--- src/rtl/dest_reg_tracker.sv ---
// Destination-register tracker: selects the write destination, pipelines it to writeback
// and flags RAW hazards for decode sources. Optional macro: DEST_REG_TRACKER_STATS_EN.
module dest_reg_tracker #(
   parameter int unsigned REG_ADDR_W = 5,
   parameter int unsigned DEPTH      = 3,
   parameter int unsigned LINK_REG   = 31
) (
   input  logic                  clk,
   input  logic                  reset_n,
   input  logic                  issue_valid,
   input  logic                  reg_write_en,
   input  logic [REG_ADDR_W-1:0] read_reg_b,
   input  logic [REG_ADDR_W-1:0] rtype_rd,
   input  logic [1:0]            rd_select,
   input  logic                  stall,
   input  logic                  flush,
   input  logic [REG_ADDR_W-1:0] src_a,
   input  logic [REG_ADDR_W-1:0] src_b,
   output logic [REG_ADDR_W-1:0] write_reg_rd,
   output logic                  hazard_a,
   output logic                  hazard_b,
   output logic                  wb_valid,
   output logic [REG_ADDR_W-1:0] wb_reg
`ifdef DEST_REG_TRACKER_STATS_EN
   ,
   output logic [31:0]           hazard_cycles
`endif
);

   logic [DEPTH-1:0]                 valid_q, valid_d;
   logic [DEPTH-1:0][REG_ADDR_W-1:0] reg_q, reg_d;
   logic [DEPTH-1:0]                 shift_valid;
   logic [DEPTH-1:0][REG_ADDR_W-1:0] shift_reg;
   logic [DEPTH-1:0]                 match_a, match_b;
   logic                             new_valid;

   always_comb begin
      unique case (rd_select)
         2'd0:    write_reg_rd = read_reg_b;
         2'd1:    write_reg_rd = rtype_rd;
         2'd2:    write_reg_rd = REG_ADDR_W'(LINK_REG);
         default: write_reg_rd = '0;
      endcase
   end

   // Register 0 is a hardwired zero, so it is never tracked.
   assign new_valid = issue_valid & reg_write_en & (rd_select != 2'd3) & (write_reg_rd != '0);

   generate
      if (DEPTH == 1) begin : g_shift_single
         assign shift_valid = new_valid;
         assign shift_reg   = write_reg_rd;
      end else begin : g_shift_multi
         assign shift_valid = {valid_q[DEPTH-2:0], new_valid};
         assign shift_reg   = {reg_q[DEPTH-2:0], write_reg_rd};
      end
   endgenerate

   always_comb begin
      valid_d = valid_q;
      reg_d   = reg_q;
      if (flush) begin
         valid_d = '0;
      end else if (!stall) begin
         valid_d = shift_valid;
         reg_d   = shift_reg;
      end
   end

   always_ff @(posedge clk or negedge reset_n) begin
      if (!reset_n) begin
         valid_q <= '0;
         reg_q   <= '0;
      end else begin
         valid_q <= valid_d;
         reg_q   <= reg_d;
      end
   end

   generate
      for (genvar g = 0; g < DEPTH; g++) begin : g_match
         assign match_a[g] = valid_q[g] & (reg_q[g] == src_a);
         assign match_b[g] = valid_q[g] & (reg_q[g] == src_b);
      end
   endgenerate

   assign hazard_a = (src_a != '0) & (|match_a);
   assign hazard_b = (src_b != '0) & (|match_b);
   assign wb_valid = valid_q[DEPTH-1];
   assign wb_reg   = reg_q[DEPTH-1];

`ifdef DEST_REG_TRACKER_STATS_EN
   logic [31:0] hazard_cycles_q;

   // Counts hazarded issue cycles regardless of stall; only reset clears it.
   always_ff @(posedge clk or negedge reset_n) begin
      if (!reset_n) begin
         hazard_cycles_q <= '0;
      end else if ((hazard_a | hazard_b) & issue_valid & (hazard_cycles_q != '1)) begin
         hazard_cycles_q <= hazard_cycles_q + 32'd1;
      end
   end

   assign hazard_cycles = hazard_cycles_q;
`endif

endmodule

--- config.mk ---
export PLATFORM = sky130hd
export DESIGN_NAME = dest_reg_tracker
export DESIGN_NICKNAME = d
export VERILOG_FILES = /design/src/rtl/dest_reg_tracker.sv
export SDC_FILE = /design/constraint.sdc
export NUM_CORES = 1
export LEC_CHECK = 0
export ABC_AREA = 1
export CAP_MARGIN = 40
export CORE_MARGIN = 5
export CORE_UTILIZATION = 30
export CTS_BUF_LIST = sky130_fd_sc_hd__clkbuf_8
export CTS_CLUSTER_DIAMETER = 80
export DETAILED_ROUTE_END_ITERATION = 8
export SLEW_MARGIN = 10
export SYNTH_ARGS = -nofsm -noshare
export SYNTH_HDL_FRONTEND = slang
export SYNTH_SLANG_ARGS = --single-unit
--- constraint.sdc ---
create_clock -name clk -period 1.9 [get_ports clk]
set_input_delay 0.285 -clock clk [delete_from_list [all_inputs] [get_ports clk]]
set_output_delay 0.285 -clock clk [all_outputs]
set_load 0.03 [all_outputs]
# After elaboration in Yosys (flattened, before gate mapping)
# Index checks and enable logic that the tools add are counted.
[classes]
n_eq_ne = 10
n_mux = 3
bitwise = 13
n_reduce_logical = 7
[op_table]
columns = ["cell", "n"]
rows = [
  ["== test 5 bit", 6],
  ["one-hot mux 5 bit (3 select lines)", 1],
  ["nonzero test 5 bit", 3],
  ["AND 1 bit", 11],
  ["2-to-1 mux 3 bit", 2],
  ["OR reduction 3 bit", 2],
  ["== test 2 x 1 -> 1 bit, second input constant", 1],
  ["== test 2 bit, second input constant", 1],
  ["zero test 2 bit", 1],
  ["!= test 2 x 1 -> 1 bit, second input constant", 1],
  ["!= test 2 bit, second input constant", 1],
  ["NOT 1 bit", 2],
  ["AND reduction 2 bit", 1],
]
[totals]
register_bits = 18
wordCells = 37

# Depth between registers and ports, before layout
# Gate-level depths: netlist of the first run.
[depth]
depth_word = 6
depth_mapped = 8
mapped_depth_nobuf = 8

# Worst setup path after synthesis of the first run
# Ideal clock, no wire load.
[synth_timing]
path_kind = "flip-flop to output port"
startpoint = "register valid_q[2]"
endpoint = "output hazard_a"
arrival_time_ns = 1.069
setup_slack_ns = 0.546
path_stages_with_launch = 7
n_path_buf = 0
path_cell_list = "dfrtp_1 nand2_1 nor2_1 nand3_1 nand3_1 nand2_1 inv_1"
[synth_via]
elab_chain_cells = 3
[synth_lines]
columns = ["item", "line_no", "source"]
rows = [
  ["start: declaration", "30", "logic [DEPTH-1:0] valid_q, valid_d;"],
  ["start signal: assignment", "75", "valid_q <= valid_d;"],
  ["AND 1 bit", "82", "assign match_a[g] = valid_q[g] & (reg_q[g] == src_a);"],
  ["OR reduction 3 bit", "87", "assign hazard_a = (src_a != '0) & (|match_a);"],
  ["AND 1 bit", "87", ""],
  ["end: declaration", "20", "output logic hazard_a,"],
]
# No other way between the ends.

# Worst setup path after layout of the first run
[layout_timing]
startpoint = "register reg_q, in the netlist wb_reg[3]"
endpoint = "output hazard_a"
[layout_via]
elab_chain_cells = 4
[layout_lines]
columns = ["item", "line_no", "source"]
rows = [
  ["start: declaration", "31", "logic [DEPTH-1:0][REG_ADDR_W-1:0] reg_q, reg_d;"],
  ["start signal: assignment", "76", "reg_q <= reg_d;"],
  ["== test 5 bit", "82", ""],
  ["AND 1 bit", "82", ""],
  ["OR reduction 3 bit", "87", ""],
  ["AND 1 bit", "87", ""],
]
# No other way between the ends.

==> flow_metrics.tcl, run 1 <==
set metrics [dict create \
    num_vias 1554 \
    htreeDepth 1 \
    cpLargestDelayFamily "simple AND/OR/NAND/NOR gates" \
    grt-ovfl-total 0 \
    critPathArrivalTime_ns 1.46 \
    first_pass_iters 4 \
    ctsHoldBuffers 0 \
    ys_types 17 \
    die_area_um2 6119 \
    port_buffers 40 \
    cts_buffers 3 \
    core_area_um2 4444 \
    fin_crit_ns 1.746 \
    crit_path_start_kind "flop" \
    power_mw 1.229 \
    finalHoldViolCount 0 \
    grt_pass1_vias 1432 \
    start_util 0.3142 \
    insertedDiodeCount 0 \
    ir_drop_mv 0.3176 \
    wl_met3_um 371 \
    clock_latency_ns 0.26 \
    cts_sinks 18 \
    postCtsSetupBuffers 0 \
    synthAdderAreaFrac 0 \
    gp_congestion 0.8786 \
    wl_per_cell_um 11.15 \
    grt_max_degree 19 \
    crit_chain "inv_1 > nand2_1 > nand2_1 > nor2_1 > nand3_1 > nand3_1 > nand2_1 > inv_1 > buf_4" \
    rows 24 \
    n_fill_cell 496 \
    ys_seq_elements 18 \
    yosysSeqAreaShare 0.3226 \
    highest_layer "met4" \
    wl_met2_mm 1.701 \
    ys.warnings.count 0 \
    largest_reg_flops 10 \
    synthesis.area_um2 1396 \
    die-height_um 78.23 \
    drive_above_1_share 0.1018 \
    cts_resized 2 \
    routed_wl_mm 3.756 \
    rsz0062_at_grt "no" \
    final_antenna_net_count 0 \
    cts_buffer_depth 2 \
    avgViaCountPerCell 4.611 \
    wl_met1_mm 1.614 \
    post-dp-hpwl_mm 3.108 \
    track_usage 0.1297 \
    cts_tree "built" \
    dp_slack_ns -0.02627 \
    drv_cap 0 \
    crit_buf_inv 3 \
    status "finished clean" \
    p_per_area_nw_per_um2 651.8 \
    clkTransAtPathRegs_ns 0.07 \
    fin_skew_ns 0.001096 \
    cp_slowest_cell "dfrtp_1" \
    timing.hold.ws_ns 0.3581 \
    synth-compound-area-share 0.1048 \
    ctsRootBufferMaster "clkbuf_8" \
    pin_count 41 \
    avgSynthCellArea_um2 5.699 \
    hold_path_class "in -> async" \
    fin_tns_setup_ns 0 \
    area_delta_synth_final_pct 35.04 \
    post-route-worst-setup-slack_ns 0.1539 \
    crit_required_ns 1.62 \
    synthMuxAreaShare 0 \
    relSlewSlack 0.7932 \
    end_kind "output pin" \
    synth_cells 245 \
    synth-simple-area-share 0.4229 \
    fin_crit_sh 0.9190 \
    synth_top_family_by_area "simple AND/OR/NAND/NOR gates" \
    nNetsFinal 315 \
    antenna_found_initial 0 \
    crit_top_cell "nand2_1" \
    setup_violations 0 \
    drt-initial-drc-count 70 \
    crit_type "reg -> out" \
    worst_path_largest_cell_delay_ns 0.39 \
    tightest_slew_ns 0.3093 \
    clock.fmax_ghz 0.5727 \
    grt_pass1_wl_mm 6.534 \
    critPathMaxFanout 4 \
    finalMaxSlewViolations 0 \
    post-route-drc-count 0 \
    synth_xor_xnor_area_share 0 \
    synth_nets 273 \
    die_w_um 78.23 \
    p_leak_nw 1.085 \
]
cell families (layout without fill, tap and decap cells):
logic type             after synthesis  count (layout)
AND/OR/NAND/NOR                    150             150
buffers and inverters               50              90
AO/OA/AOI/OAI                       27              27
flip-flops                          18              18
metal layers:
layer,track usage,vias to the layer above
met1,0.1652,671
met4,0.04196,0
li1,-,810
met5,0,-
met2,0.2098,65
met3,0.04005,8
final timing paths:
path                             from          to  slack, ns  cells past startpoint
setup / recovery            wb_reg[3]    hazard_a       0.15                      9
hold reg to reg              reg_q[0]    reg_q[0]       0.53                      2
max in group asynchronous     reset_n    reg_q[6]       1.33                      2
setup reg to reg           valid_q[0]  valid_q[1]       1.14                      1
min in group clk             reg_q[0]    reg_q[0]       0.53                      2
hold / removal                reset_n   wb_reg[4]       0.36                      2
cell usage after synthesis:
library cell,n,area [µm²]
o21ai_0,20,100.1
buf_4,5,37.54
o21ai_1,3,15.01
nor3_1,2,10.01
nor2_2,1,6.260
nand2_1,109,409.1
nand3_1,12,60.06
inv_1,33,123.9
dfrtp_1,18,450.4
a22o_1,1,8.760
nor2_1,25,93.84
inv_2,10,37.54
buf_2,1,5.000
a21oi_1,1,5.000
nor2_4,1,11.26
clkbuf_2,1,5.000
o21ai_2,2,17.52
power by group:
group / internal [mW] / switching [mW]
registers: 0.437 / 0.0634
logic: 0.186 / 0.265
clock network: 0.141 / 0.136
total: 0.765 / 0.464
per-stage QoR:
step	util	std cells	cell area, µm²
floorplan	-	245	1396
finish	0.4243	337	1886
global route	0.4243	337	1886
detailed placement	0.4110	334	1827
global placement	0.4110	334	1827
CTS	0.4198	337	1866
cell usage in the layout (no fill, tap or decap), types with 2 or more instances in the layout:
cell type,instances
nand2_1,109
inv_1,32
nor2_1,25
clkdlybuf4s50_1,23
o21ai_0,20
dfrtp_1,18
nand3_1,12
inv_2,11
buf_4,11
dlymetal6s2s_1,8
o21ai_1,3
clkbuf_8,3
o21ai_2,2
nor3_1,2
dlygate4sd2_1,2
area by class of cell:
class                      instances  area [µm²]  share of cell area
tap                               52       65.06             0.03451
clock buffer                       3       41.29             0.02190
timing repair buffer              44       430.4              0.2283
sequential                        18       450.4              0.2389
multi-input combinational        177       737.0              0.3908
inverter                          43       161.4             0.08560
No activity file was read; power rests on OpenSTA's default activity.
==> inputs of run 2 (changes only) <==
--- a/config.mk
+++ b/config.mk
@@ -12,7 +12,7 @@
 export CTS_BUF_LIST = sky130_fd_sc_hd__clkbuf_8
 export CTS_CLUSTER_DIAMETER = 80
 export DETAILED_ROUTE_END_ITERATION = 8
-export SLEW_MARGIN = 10
+export SLEW_MARGIN = 20
 export SYNTH_ARGS = -nofsm -noshare
 export SYNTH_HDL_FRONTEND = slang
 export SYNTH_SLANG_ARGS = --single-unit
==> results of run 2 <==
The final DEF is identical to that of run 1; final timing and power are the same.
==> inputs of run 3 (changes only) <==
--- a/config.mk
+++ b/config.mk
@@ -12,6 +12,7 @@
 export CTS_BUF_LIST = sky130_fd_sc_hd__clkbuf_8
 export CTS_CLUSTER_DIAMETER = 80
 export DETAILED_ROUTE_END_ITERATION = 8
+export RECOVER_POWER = 25
 export SLEW_MARGIN = 20
 export SYNTH_ARGS = -nofsm -noshare
 export SYNTH_HDL_FRONTEND = slang
==> constraint.sdc (replaced) <==
create_clock -name clk -period 2 [get_ports clk]
set_input_delay 0.3 -clock clk [delete_from_list [all_inputs] [get_ports clk]]
set_output_delay 0.3 -clock clk [all_outputs]
set_load 0.03 [all_outputs]
==> run 3 against run 2 <==
Power down 5.6%. Largest power group unchanged. First-iteration DRC count up 17%. Via count fell by 0.97%. Core utilization is 0.42 points lower.
==> flow_metrics.tcl, run 3 (synthesized netlist as in run 1, its figures left out) <==
set metrics [dict create \
    num_vias 1539 \
    nNetsFinal 314 \
    layout_common_cells "109 x nand2_1, 32 x inv_1, 28 x clkdlybuf4s50_1" \
    p_leak_nw 1.037 \
    ir_drop_mv 0.2349 \
    port_buffers 40 \
    post-route-drc-count 0 \
    relSlewSlack 0.3351 \
    wl_met1_mm 1.709 \
    drive_above_1_share 0.09507 \
    p_per_area_nw_per_um2 621.6 \
    drv_cap 0 \
    post-route-worst-setup-slack_ns 0.09943 \
    clock_latency_ns 0.25 \
    final_antenna_net_count 0 \
    fin_skew_ns 0.001601 \
    start_util 0.3142 \
    fin_tns_setup_ns 0 \
    largest_reg_flops 10 \
    core_area_um2 4444 \
    pin_count 41 \
    highest_layer "met4" \
    dp.cells 333 \
    crit_path_start_kind "primary input" \
    clock.fmax_ghz 0.5262 \
    antenna_found_initial 0 \
    crit_type "in -> out" \
    die-height_um 78.23 \
    hold_path_class "reg -> reg" \
    post-dp-hpwl_mm 3.106 \
    critPathMaxFanout 5 \
    wl_per_cell_um 11.24 \
    htreeDepth 1 \
    cts_sinks 18 \
    cts_buffer_depth 2 \
    grt_pass1_vias 1461 \
    rsz0062_at_grt "no" \
    insertedDiodeCount 0 \
    first_pass_iters 5 \
    critPathArrivalTime_ns 1.60 \
    routed_wl_mm 3.777 \
    tightest_slew_ns 0.9973 \
    dp_slack_ns 0.02766 \
    track_usage 0.1276 \
    fin_util 0.4200 \
    drt-initial-drc-count 82 \
    die_area_um2 6119 \
    fin_cells 336 \
    fin_crit_sh 0.9503 \
    ctsHoldBuffers 0 \
    power_mw 1.160 \
    cts_tree "built" \
    grt_pass1_wl_mm 6.458 \
    avgViaCountPerCell 4.580 \
    end_kind "output pin" \
    area_delta_synth_final_pct 33.69 \
    wl_met3_um 293 \
    cts_resized 0 \
    postCtsSetupBuffers 0 \
    fin_crit_ns 1.901 \
    grt_max_degree 19 \
    setup_violations 0 \
    wl_met2_mm 1.756 \
    crit_required_ns 1.70 \
    clkTransAtPathRegs_ns 0.07 \
    ctsRootBufferMaster "clkbuf_8" \
    die_w_um 78.23 \
    finalHoldViolCount 0 \
    cts_buffers 3 \
    gp_congestion 0.8981 \
    layout_commonest_cell "nand2_1" \
    grt-ovfl-total 0 \
    rows 24 \
    finalMaxSlewViolations 0 \
    n_fill_cell 477 \
    status "finished clean" \
]
-- run 3: cell types whose count changed in the layout (fill, tap and decap cells not counted) --
cell	before	now
clkdlybuf4s50_1	23	28
dlymetal6s2s_1	8	4
buf_4	11	9
dlygate4sd2_1	2	0
clkbuf_1	0	1
dlygate4sd3_1	0	1
-- run 3: worst paths after layout --
| check | from | endpoint | slack (ns) | depth (start not counted) |
|---|---|---|---|---|
| worst max-delay path | src_b[4] | hazard_b | 0.1 | 10 |
| worst min-delay path | reg_q[0] | reg_q[0] | 0.52 | 2 |
| max in group asynchronous | reset_n | valid_q[1] | 0.67 | 2 |
| min in group asynchronous | reset_n | wb_reg[4] | 0.73 | 2 |
| worst max register to register | valid_q[0] | valid_q[1] | 1.24 | 1 |
| worst min register to register | reg_q[0] | reg_q[0] | 0.52 | 2 |
-- run 3: routing by layer --
metal | vias up | global-route usage
met3 | 2 | 0.03089
li1 | 813 | -
met1 | 668 | 0.1639
met5 | - | 0
met4 | 0 | 0.04021
met2 | 56 | 0.2115
-- run 3: worst max-delay path: stages --
cell	delay, ns
clkdlybuf4s50_1	0.58
inv_2	0.07
nand2_1	0.06
nand2_1	0.07
nor2_1	0.09
nand3_1	0.09
nand3_1	0.09
nand2_1	0.06
inv_1	0.05
buf_4	0.15
-- run 3: area by class of cell --
cell class,instances,area (µm²),area share
Inverter,43,161.4,0.08646
Tap cell,52,65.06,0.03485
Sequential cell,18,450.4,0.2413
Clock buffer,3,41.29,0.02212
Timing Repair Buffer,43,411.6,0.2205
Multi-Input combinational cell,177,737.0,0.3948
-- run 3: per-stage QoR --
stage / hold WS, ns / area, µm²
6_report: 0.5169 / 1867
5_1_grt: 0.5705 / 1867
4_1_cts: 0.3916 / 1861
3_5_place_dp: 0.5052 / 1819
3_3_place_gp: 0.5058 / 1819
2_1_floorplan: 0.004409 / 1396
-- run 3: power by group --
| part | total (mW) | switching, mW | internal (mW) |
|---|---|---|---|
| Clock | 0.253 | 0.119 | 0.134 |
| Combinational | 0.430 | 0.253 | 0.177 |
| Sequential | 0.478 | 0.0626 | 0.416 |
| Total | 1.16 | 0.434 | 0.726 |
